[src/rtl/cpu_issue_pkg.sv]
// Shared issue-stage types and constants for the 4-slot bundle.
// Slot order A0, A1, M, LS; source order A0R0..LSR2.
package cpu_issue_pkg;

    typedef enum logic [1:0] {
        SLOT_A0,
        SLOT_A1,
        SLOT_M,
        SLOT_LS
    } slot_e;

    localparam int NUM_SLOTS = 4;
    localparam int NUM_SRC   = 9;
    localparam int TAG_W     = 5;
    localparam int DATA_W    = 16;

    localparam int DEF_ALU_LAT = 1;
    localparam int DEF_M_LAT   = 2;
    localparam int DEF_LS_LAT  = 2;

    localparam slot_e SRC_SLOT [NUM_SRC] = '{
        SLOT_A0, SLOT_A0,
        SLOT_A1, SLOT_A1,
        SLOT_M,  SLOT_M,
        SLOT_LS, SLOT_LS, SLOT_LS
    };

endpackage

[src/rtl/sb_pend_cnt.sv]
// Per-register pending counter: cycles left until the result is forwardable.
// Ports: clk, rst_n, hold, load, value in; count out.
module sb_pend_cnt #(
    parameter int CNT_W = 2
) (
    input  logic             clk,
    input  logic             rst_n,
    input  logic             hold,
    input  logic             load,
    input  logic [CNT_W-1:0] value,
    output logic [CNT_W-1:0] count
);

    always_ff @(posedge clk or negedge rst_n) begin
        if (!rst_n) begin
            count <= '0;
        end else if (hold) begin
            count <= count;
        end else if (load) begin
            count <= value;
        end else if (count != '0) begin
            count <= count - 1'b1;
        end
    end

endmodule

[src/rtl/hazard_scoreboard.sv]
// Issue-stage RAW/WAW interlock for the A0/A1/M/LS bundle with stall counter.
// Ports: bundle tags/enables in; issue_go/stall, hazard causes, busy, stall_cnt out.
module hazard_scoreboard
    import cpu_issue_pkg::*;
#(
    parameter int ALU_LAT = DEF_ALU_LAT,
    parameter int M_LAT   = DEF_M_LAT,
    parameter int LS_LAT  = DEF_LS_LAT,
    parameter int CNT_W   = 2
) (
    input  logic        clk,
    input  logic        rst_n,
    input  logic        id_valid,
    input  logic        pipe_hold,
    input  logic [44:0] src_tag,
    input  logic [8:0]  src_use,
    input  logic [19:0] dst_tag,
    input  logic [3:0]  dst_we,
    output logic        issue_go,
    output logic        issue_stall,
    output logic [8:0]  raw_hazard,
    output logic [3:0]  waw_hazard,
    output logic        dst_conflict,
    output logic        busy,
    output logic [15:0] stall_cnt
);

    // Value loaded on issue: the result becomes forwardable when it hits 0.
    localparam logic [CNT_W-1:0] LM1 [NUM_SLOTS] = '{
        CNT_W'(ALU_LAT - 1),
        CNT_W'(ALU_LAT - 1),
        CNT_W'(M_LAT - 1),
        CNT_W'(LS_LAT - 1)
    };

    logic [CNT_W-1:0] cnt [32];
    logic [8:0]       raw;
    logic [3:0]       waw;
    logic             conf;
    logic             act;

    // Gating with rst_n keeps every decision output low during reset.
    assign act = id_valid & rst_n;
    assign cnt[0] = '0;

    for (genvar i = 0; i < NUM_SRC; i++) begin : g_raw
        logic [TAG_W-1:0] t;
        assign t = src_tag[i*TAG_W +: TAG_W];
        assign raw[i] = src_use[i] && (t != '0) && (cnt[t] != '0);
    end

    for (genvar s = 0; s < NUM_SLOTS; s++) begin : g_waw
        logic [TAG_W-1:0] t;
        assign t = dst_tag[s*TAG_W +: TAG_W];
        assign waw[s] = dst_we[s] && (t != '0) && (cnt[t] > LM1[s]);
    end

    always_comb begin
        conf = 1'b0;
        for (int a = 0; a < NUM_SLOTS; a++) begin
            for (int b = a + 1; b < NUM_SLOTS; b++) begin
                if (dst_we[a] && dst_we[b] &&
                    dst_tag[a*TAG_W +: TAG_W] != '0 &&
                    dst_tag[a*TAG_W +: TAG_W] == dst_tag[b*TAG_W +: TAG_W])
                    conf = 1'b1;
            end
        end
    end

    assign raw_hazard   = raw & {9{act}};
    assign waw_hazard   = waw & {4{act}};
    assign dst_conflict = conf & act;
    assign issue_go     = act & ~pipe_hold & ~|raw & ~|waw & ~conf;
    assign issue_stall  = act & ~issue_go;

    for (genvar r = 1; r < 32; r++) begin : g_reg
        logic             ld;
        logic [CNT_W-1:0] val;

        // At most one slot matches: conflicting bundles never issue.
        always_comb begin
            ld  = 1'b0;
            val = '0;
            for (int s = 0; s < NUM_SLOTS; s++) begin
                if (dst_we[s] && dst_tag[s*TAG_W +: TAG_W] == TAG_W'(r)) begin
                    ld  = 1'b1;
                    val = LM1[s];
                end
            end
        end

        sb_pend_cnt #(.CNT_W(CNT_W)) u_cnt (
            .clk   (clk),
            .rst_n (rst_n),
            .hold  (pipe_hold),
            .load  (issue_go & ld),
            .value (val),
            .count (cnt[r])
        );
    end

    always_comb begin
        busy = 1'b0;
        for (int r = 1; r < 32; r++) begin
            if (cnt[r] != '0)
                busy = 1'b1;
        end
    end

    always_ff @(posedge clk or negedge rst_n) begin
        if (!rst_n) begin
            stall_cnt <= '0;
        end else if (issue_stall && stall_cnt != 16'hFFFF) begin
            stall_cnt <= stall_cnt + 16'd1;
        end
    end

endmodule

[config.mk]
export PLATFORM = sky130hd
export DESIGN_NAME = hazard_scoreboard
export DESIGN_NICKNAME = d
export VERILOG_FILES = /design/src/rtl/cpu_issue_pkg.sv /design/src/rtl/sb_pend_cnt.sv /design/src/rtl/hazard_scoreboard.sv
export SDC_FILE = /design/constraint.sdc
export NUM_CORES = 1
export LEC_CHECK = 0
export CORE_UTILIZATION = 56
export CTS_BUF_LIST = sky130_fd_sc_hd__clkbuf_8
export DETAILED_ROUTE_END_ITERATION = 8
export PLACE_DENSITY = 0.89
export SLEW_MARGIN = 20
export SYNTH_ARGS = -nofsm -noshare
export SYNTH_HDL_FRONTEND = slang
export SYNTH_SLANG_ARGS = --single-unit
[constraint.sdc]
create_clock -name clk -period 8 [get_ports clk]
set_input_delay 2 -clock clk [delete_from_list [all_inputs] [get_ports clk]]
set_output_delay 2 -clock clk [all_outputs]
set_load 0.03 [all_outputs]
==> impl_metrics.prom <==
# TYPE chip_impl_metric gauge
chip_impl_info{name="run_status",value="finished clean"} 1
chip_impl_metric{name="yosys.area_share.xor_xnor",unit=""} 0.03748
chip_impl_info{name="tritoncts",value="built"} 1
chip_impl_metric{name="finish.net_count",unit=""} 1388
chip_impl_metric{name="yosysWarningCount",unit=""} 0
chip_impl_info{name="synth_top_flop_cell",value="dfrtp_1"} 1
chip_impl_metric{name="clk-insertion-delay-late",unit="ns"} 0.41
chip_impl_metric{name="grt_max_degree",unit=""} 70
chip_impl_metric{name="place_hpwl",unit="µm"} 27440
chip_impl_metric{name="compound_cell_area_share_of_the_yosys_netlist",unit=""} 0.2122
chip_impl_metric{name="die_width",unit="µm"} 136.0
chip_impl_metric{name="comb_power_share",unit=""} 0.606
chip_impl_metric{name="floorplan.initialDensity",unit=""} 0.5769
chip_impl_info{name="synth.largest_area_cell",value="dfrtp_1"} 1
chip_impl_metric{name="achievable-frequency",unit="GHz"} 0.1312
chip_impl_metric{name="drt_drc_violations_left",unit=""} 0
chip_impl_info{name="unrepaired_setup_endpoints_after_global_routing",value="false"} 1
chip_impl_metric{name="setup_ws",unit="ns"} 0.3759
chip_impl_metric{name="wl_per_cell",unit="µm"} 24.85
chip_impl_metric{name="total_congestion_overflow_after_global_routing",unit=""} 0
chip_impl_metric{name="synth_fp_nets",unit=""} 1345
chip_impl_metric{name="first_iter_violations",unit=""} 1766
chip_impl_metric{name="grt_antenna_before_repair",unit=""} 0
chip_impl_metric{name="core-area",unit="mm²"} 0.01742
chip_impl_metric{name="post_synth_num_cell_types",unit=""} 57
chip_impl_metric{name="place.port_buffers",unit=""} 114
chip_impl_metric{name="synthArstFlopShare",unit=""} 1.000
chip_impl_metric{name="worst-endpoint-arrival",unit="ns"} 5.62
chip_impl_metric{name="mappedNetlistArea",unit="mm²"} 0.01005
chip_impl_metric{name="yosys_register_bits",unit=""} 78
chip_impl_metric{name="numPlacedInstances",unit=""} 1488
chip_impl_metric{name="synthesis.area_per_instance",unit="µm²"} 8.163
chip_impl_metric{name="int_power",unit="mW"} 1.586
chip_impl_metric{name="yosysTopAreaCellShare",unit=""} 0.1942
chip_impl_info{name="crit_path_start_kind",value="input pin"} 1
chip_impl_info{name="crit_slowest_cell",value="clkdlybuf4s50_1"} 1
chip_impl_info{name="path_cells",value="clkdlybuf4s50_1 > nor3_1 > a21oi_1 > mux4_2 > mux2i_1 > o32a_1 > nand3_1 > nor4_4 > buf_4 > buf_4"} 1
chip_impl_info{name="clockRootBuffer",value="clkbuf_8"} 1
chip_impl_info{name="synth_area_leaders",value="dfrtp_1 (19%), mux4_2 (18%), a21oi_1 (5.6%)"} 1
chip_impl_metric{name="power.sequential.fraction",unit=""} 0.289
chip_impl_metric{name="fp-row-count",unit=""} 48
chip_impl_metric{name="layout-drive-gt1-share",unit=""} 0.1149
chip_impl_metric{name="final_std_cells_w_o_fill",unit=""} 1505
chip_impl_metric{name="die_area",unit="mm²"} 0.01848
chip_impl_metric{name="cp.required",unit="ns"} 6.00
chip_impl_metric{name="htree_levels",unit=""} 3
chip_impl_metric{name="dpl-instance-area",unit="mm²"} 0.01123
chip_impl_metric{name="transition_time_of_the_tightest_slew_check_pin",unit="ns"} 1.225
chip_impl_metric{name="synthSimpleGateAreaFrac",unit=""} 0.2398
chip_impl_metric{name="route.final.wire_length",unit="µm"} 37390
chip_impl_metric{name="cts_num_sinks",unit=""} 78
chip_impl_metric{name="cts_resized",unit=""} 0
chip_impl_metric{name="post-route-util",unit=""} 0.6565
chip_impl_metric{name="final_critical_period",unit="ns"} 7.624
chip_impl_metric{name="finalSetupViolCount",unit=""} 0
chip_impl_metric{name="finish.instance_area",unit="mm²"} 0.01143
chip_impl_metric{name="p_r_area_growth_vs_syn",unit="%"} 13.78
chip_impl_metric{name="drt-vias-per-instance",unit=""} 7.342
chip_impl_metric{name="grt_pass1_vias",unit=""} 10180
chip_impl_metric{name="slew_headroom",unit=""} 0.1804
chip_impl_metric{name="via_count",unit=""} 11050
chip_impl_metric{name="chipHeight",unit="µm"} 136.0
chip_impl_metric{name="synth_adder_area_share",unit=""} 0.03985
chip_impl_metric{name="period_share",unit=""} 0.9530
chip_impl_metric{name="cts_made_buffers",unit=""} 9
chip_impl_metric{name="timing.setup.tns",unit="ns"} 0
chip_impl_metric{name="areal_power_density_over_the_cells",unit="mW/mm²"} 280.8
chip_impl_metric{name="drt.antenna.violating_nets",unit=""} 0
chip_impl_info{name="timing.hold.worst.class",value="flip-flop to flip-flop"} 1
chip_impl_metric{name="grt_pass1_wl",unit="µm"} 56690
chip_impl_metric{name="clk_buf_depth",unit=""} 2
chip_impl_metric{name="globalplace.congestion",unit=""} 1.025
chip_impl_metric{name="switching_share",unit=""} 0.5060
chip_impl_metric{name="drt_first_pass_iters",unit=""} 6
chip_impl_metric{name="crit_path_max_incr_delay",unit="ns"} 0.72
chip_impl_metric{name="net-switching-power",unit="mW"} 1.625
chip_impl_info{name="critical_path.endpoint_type",value="output port"} 1
chip_impl_metric{name="synthesis.instances",unit=""} 1231
chip_impl_metric{name="finalClockSkew",unit="ns"} 0.02290
chip_impl_info{name="most-common-layout-cells",value="a21oi_1 (112), clkdlybuf4s50_1 (111), nor2_1 (104)"} 1
chip_impl_metric{name="cts_hold_buf",unit=""} 0
chip_impl_metric{name="static_leakage",unit="nW"} 4.492
chip_impl_info{name="crit_top_cell",value="buf_4"} 1
chip_impl_metric{name="number_of_enable_type_register_cells_in_the_synthesized_netlist",unit=""} 0
chip_impl_metric{name="floorplan.io_pins",unit=""} 115
chip_impl_info{name="synth_top_family_by_area",value="simple AND/OR/NAND/NOR gates"} 1
chip_impl_metric{name="fraction_of_the_yosys_area_taken_by_sequential_cells",unit=""} 0.1942
chip_impl_metric{name="share_of_cell_area_taken_by_muxes_after_synthesis",unit=""} 0.2033
chip_impl_info{name="layout_commonest_cell",value="a21oi_1"} 1
chip_impl_metric{name="post_cts_buffers",unit=""} 0
chip_impl_info{name="critPathKind",value="input pin to output port"} 1
chip_impl_metric{name="timing.critical_path.fanout_max",unit=""} 44
chip_impl_metric{name="place_ws",unit="ns"} 0.6002
chip_impl_metric{name="timing.final.hold_violations",unit=""} 0
chip_impl_metric{name="final_max_slew_viol_count",unit=""} 0
chip_impl_metric{name="share_clk_of_total_power",unit=""} 0.105
chip_impl_metric{name="maxCapViolations",unit=""} 0
chip_impl_metric{name="max_vdd_drop",unit="mV"} 0.1537
chip_impl_metric{name="clock_transition_time_at_the_flip_flop_clock_pins_of_the_worst_setup_and_hold_paths",unit="ns"} 0.09
chip_impl_metric{name="global_route.usage.total",unit=""} 0.4087
-- logic make-up (layout without fill, tap and decap cells) --
group,Yosys count,count (layout)
XOR/XNOR,43,43
AND/OR/NAND/NOR,459,459
flip-flops,78,78
adder cells (fa/ha/maj),32,32
buffers and inverters,183,231
AO/OA/AOI/OAI,333,333
multiplexers,103,103
other,0,1
-- final cells by class --
cell class                      instances  area [µm²]
Multi-Input combinational cell        970        7373
Fill cell                            1469        5983
Sequential cell                        78        1952
Timing Repair Buffer                  143        1351
Tap cell                              225       281.5
Inverter                               72       270.3
Clock buffer                            9       123.9
Clock inverter                          7       78.83
Antenna cell                            1       2.502
-- critical path, delay by kind of cell --
| family | cells | cell delay [ns] |
|---|---|---|
| muxes | 2 | 0.72 |
| buffers and inverters | 3 | 1.44 |
| and+or+nand+nor | 3 | 0.99 |
| AOI/OAI and AO/OA | 2 | 0.44 |
-- synth_stat cells, types with 4 or more instances --
cell / instances
nor2_1: 105
a211o_1: 36
a31oi_1: 9
dfrtp_1: 78
buf_4: 5
buf_2: 21
mux4_2: 80
o311ai_0: 5
nand2_1: 73
a21oi_1: 112
clkbuf_1: 72
o41ai_1: 5
nor4_1: 16
or2_2: 8
a221oi_1: 6
xnor2_1: 11
inv_1: 72
nand4b_1: 5
and2_1: 5
xor2_1: 32
nand4_1: 15
a22oi_1: 33
a211oi_1: 12
a2111oi_0: 4
nand3_1: 28
nand3b_1: 7
o22ai_1: 37
o21ai_0: 51
ha_1: 32
buf_1: 11
mux2i_1: 14
mux2_2: 9
o221ai_1: 10
nor2b_1: 18
nor3b_1: 43
nand2b_1: 43
nor3_1: 73
nor4b_1: 7
-- worst paths after layout --
kind	startpoint	endpoint	slack (ns)	depth (start not counted)
min in group asynchronous	rst_n	g_reg[20].u_cnt.count[0]	1.56	1
hold reg to reg	stall_cnt[6]	stall_cnt[6]	0.51	1
setup / recovery	src_tag[7]	issue_go	0.38	10
max in group asynchronous	rst_n	g_reg[11].u_cnt.count[0]	5.48	2
hold / removal	stall_cnt[6]	stall_cnt[6]	0.51	1
setup reg to reg	g_reg[27].u_cnt.count[1]	stall_cnt[1]	2.84	11
-- registers in the layout (all words and copies together) (netlist names) --
register / flops
stall_cnt: 16
g.u_cnt.count: 62
-- per-stage QoR --
stage                     hold WS, ns  power [mW]
after floorplan                0.5276       2.123
after global placement         0.4735       2.674
after detailed placement       0.4954       2.763
after CTS                      0.5086       3.100
after global routing           0.5251       3.372
final                          0.5059       3.211
-- routing by layer --
metal	up-vias	part of all wire	routed length, µm	track usage
li1	4732	-	-	-
met1	5123	0.36	13350	0.5071
met2	960	0.44	16380	0.6250
met3	235	0.14	5232	0.1286
met4	0	0.065	2431	0.2395
met5	-	0	0	0
-- power groups by stage --
| stage | Sequential (mW) | Clock [mW] | Combinational (mW) |
|---|---|---|---|
| finish | 0.929 | 0.337 | 1.95 |
| global route | 0.943 | 0.350 | 2.08 |
| CTS | 0.899 | 0.335 | 1.87 |
| detailed placement | 0.906 | 0 | 1.86 |
| global placement | 0.898 | 0 | 1.78 |
| floorplan | 0.772 | 0 | 1.35 |
Power figures use the tool's default switching activity.
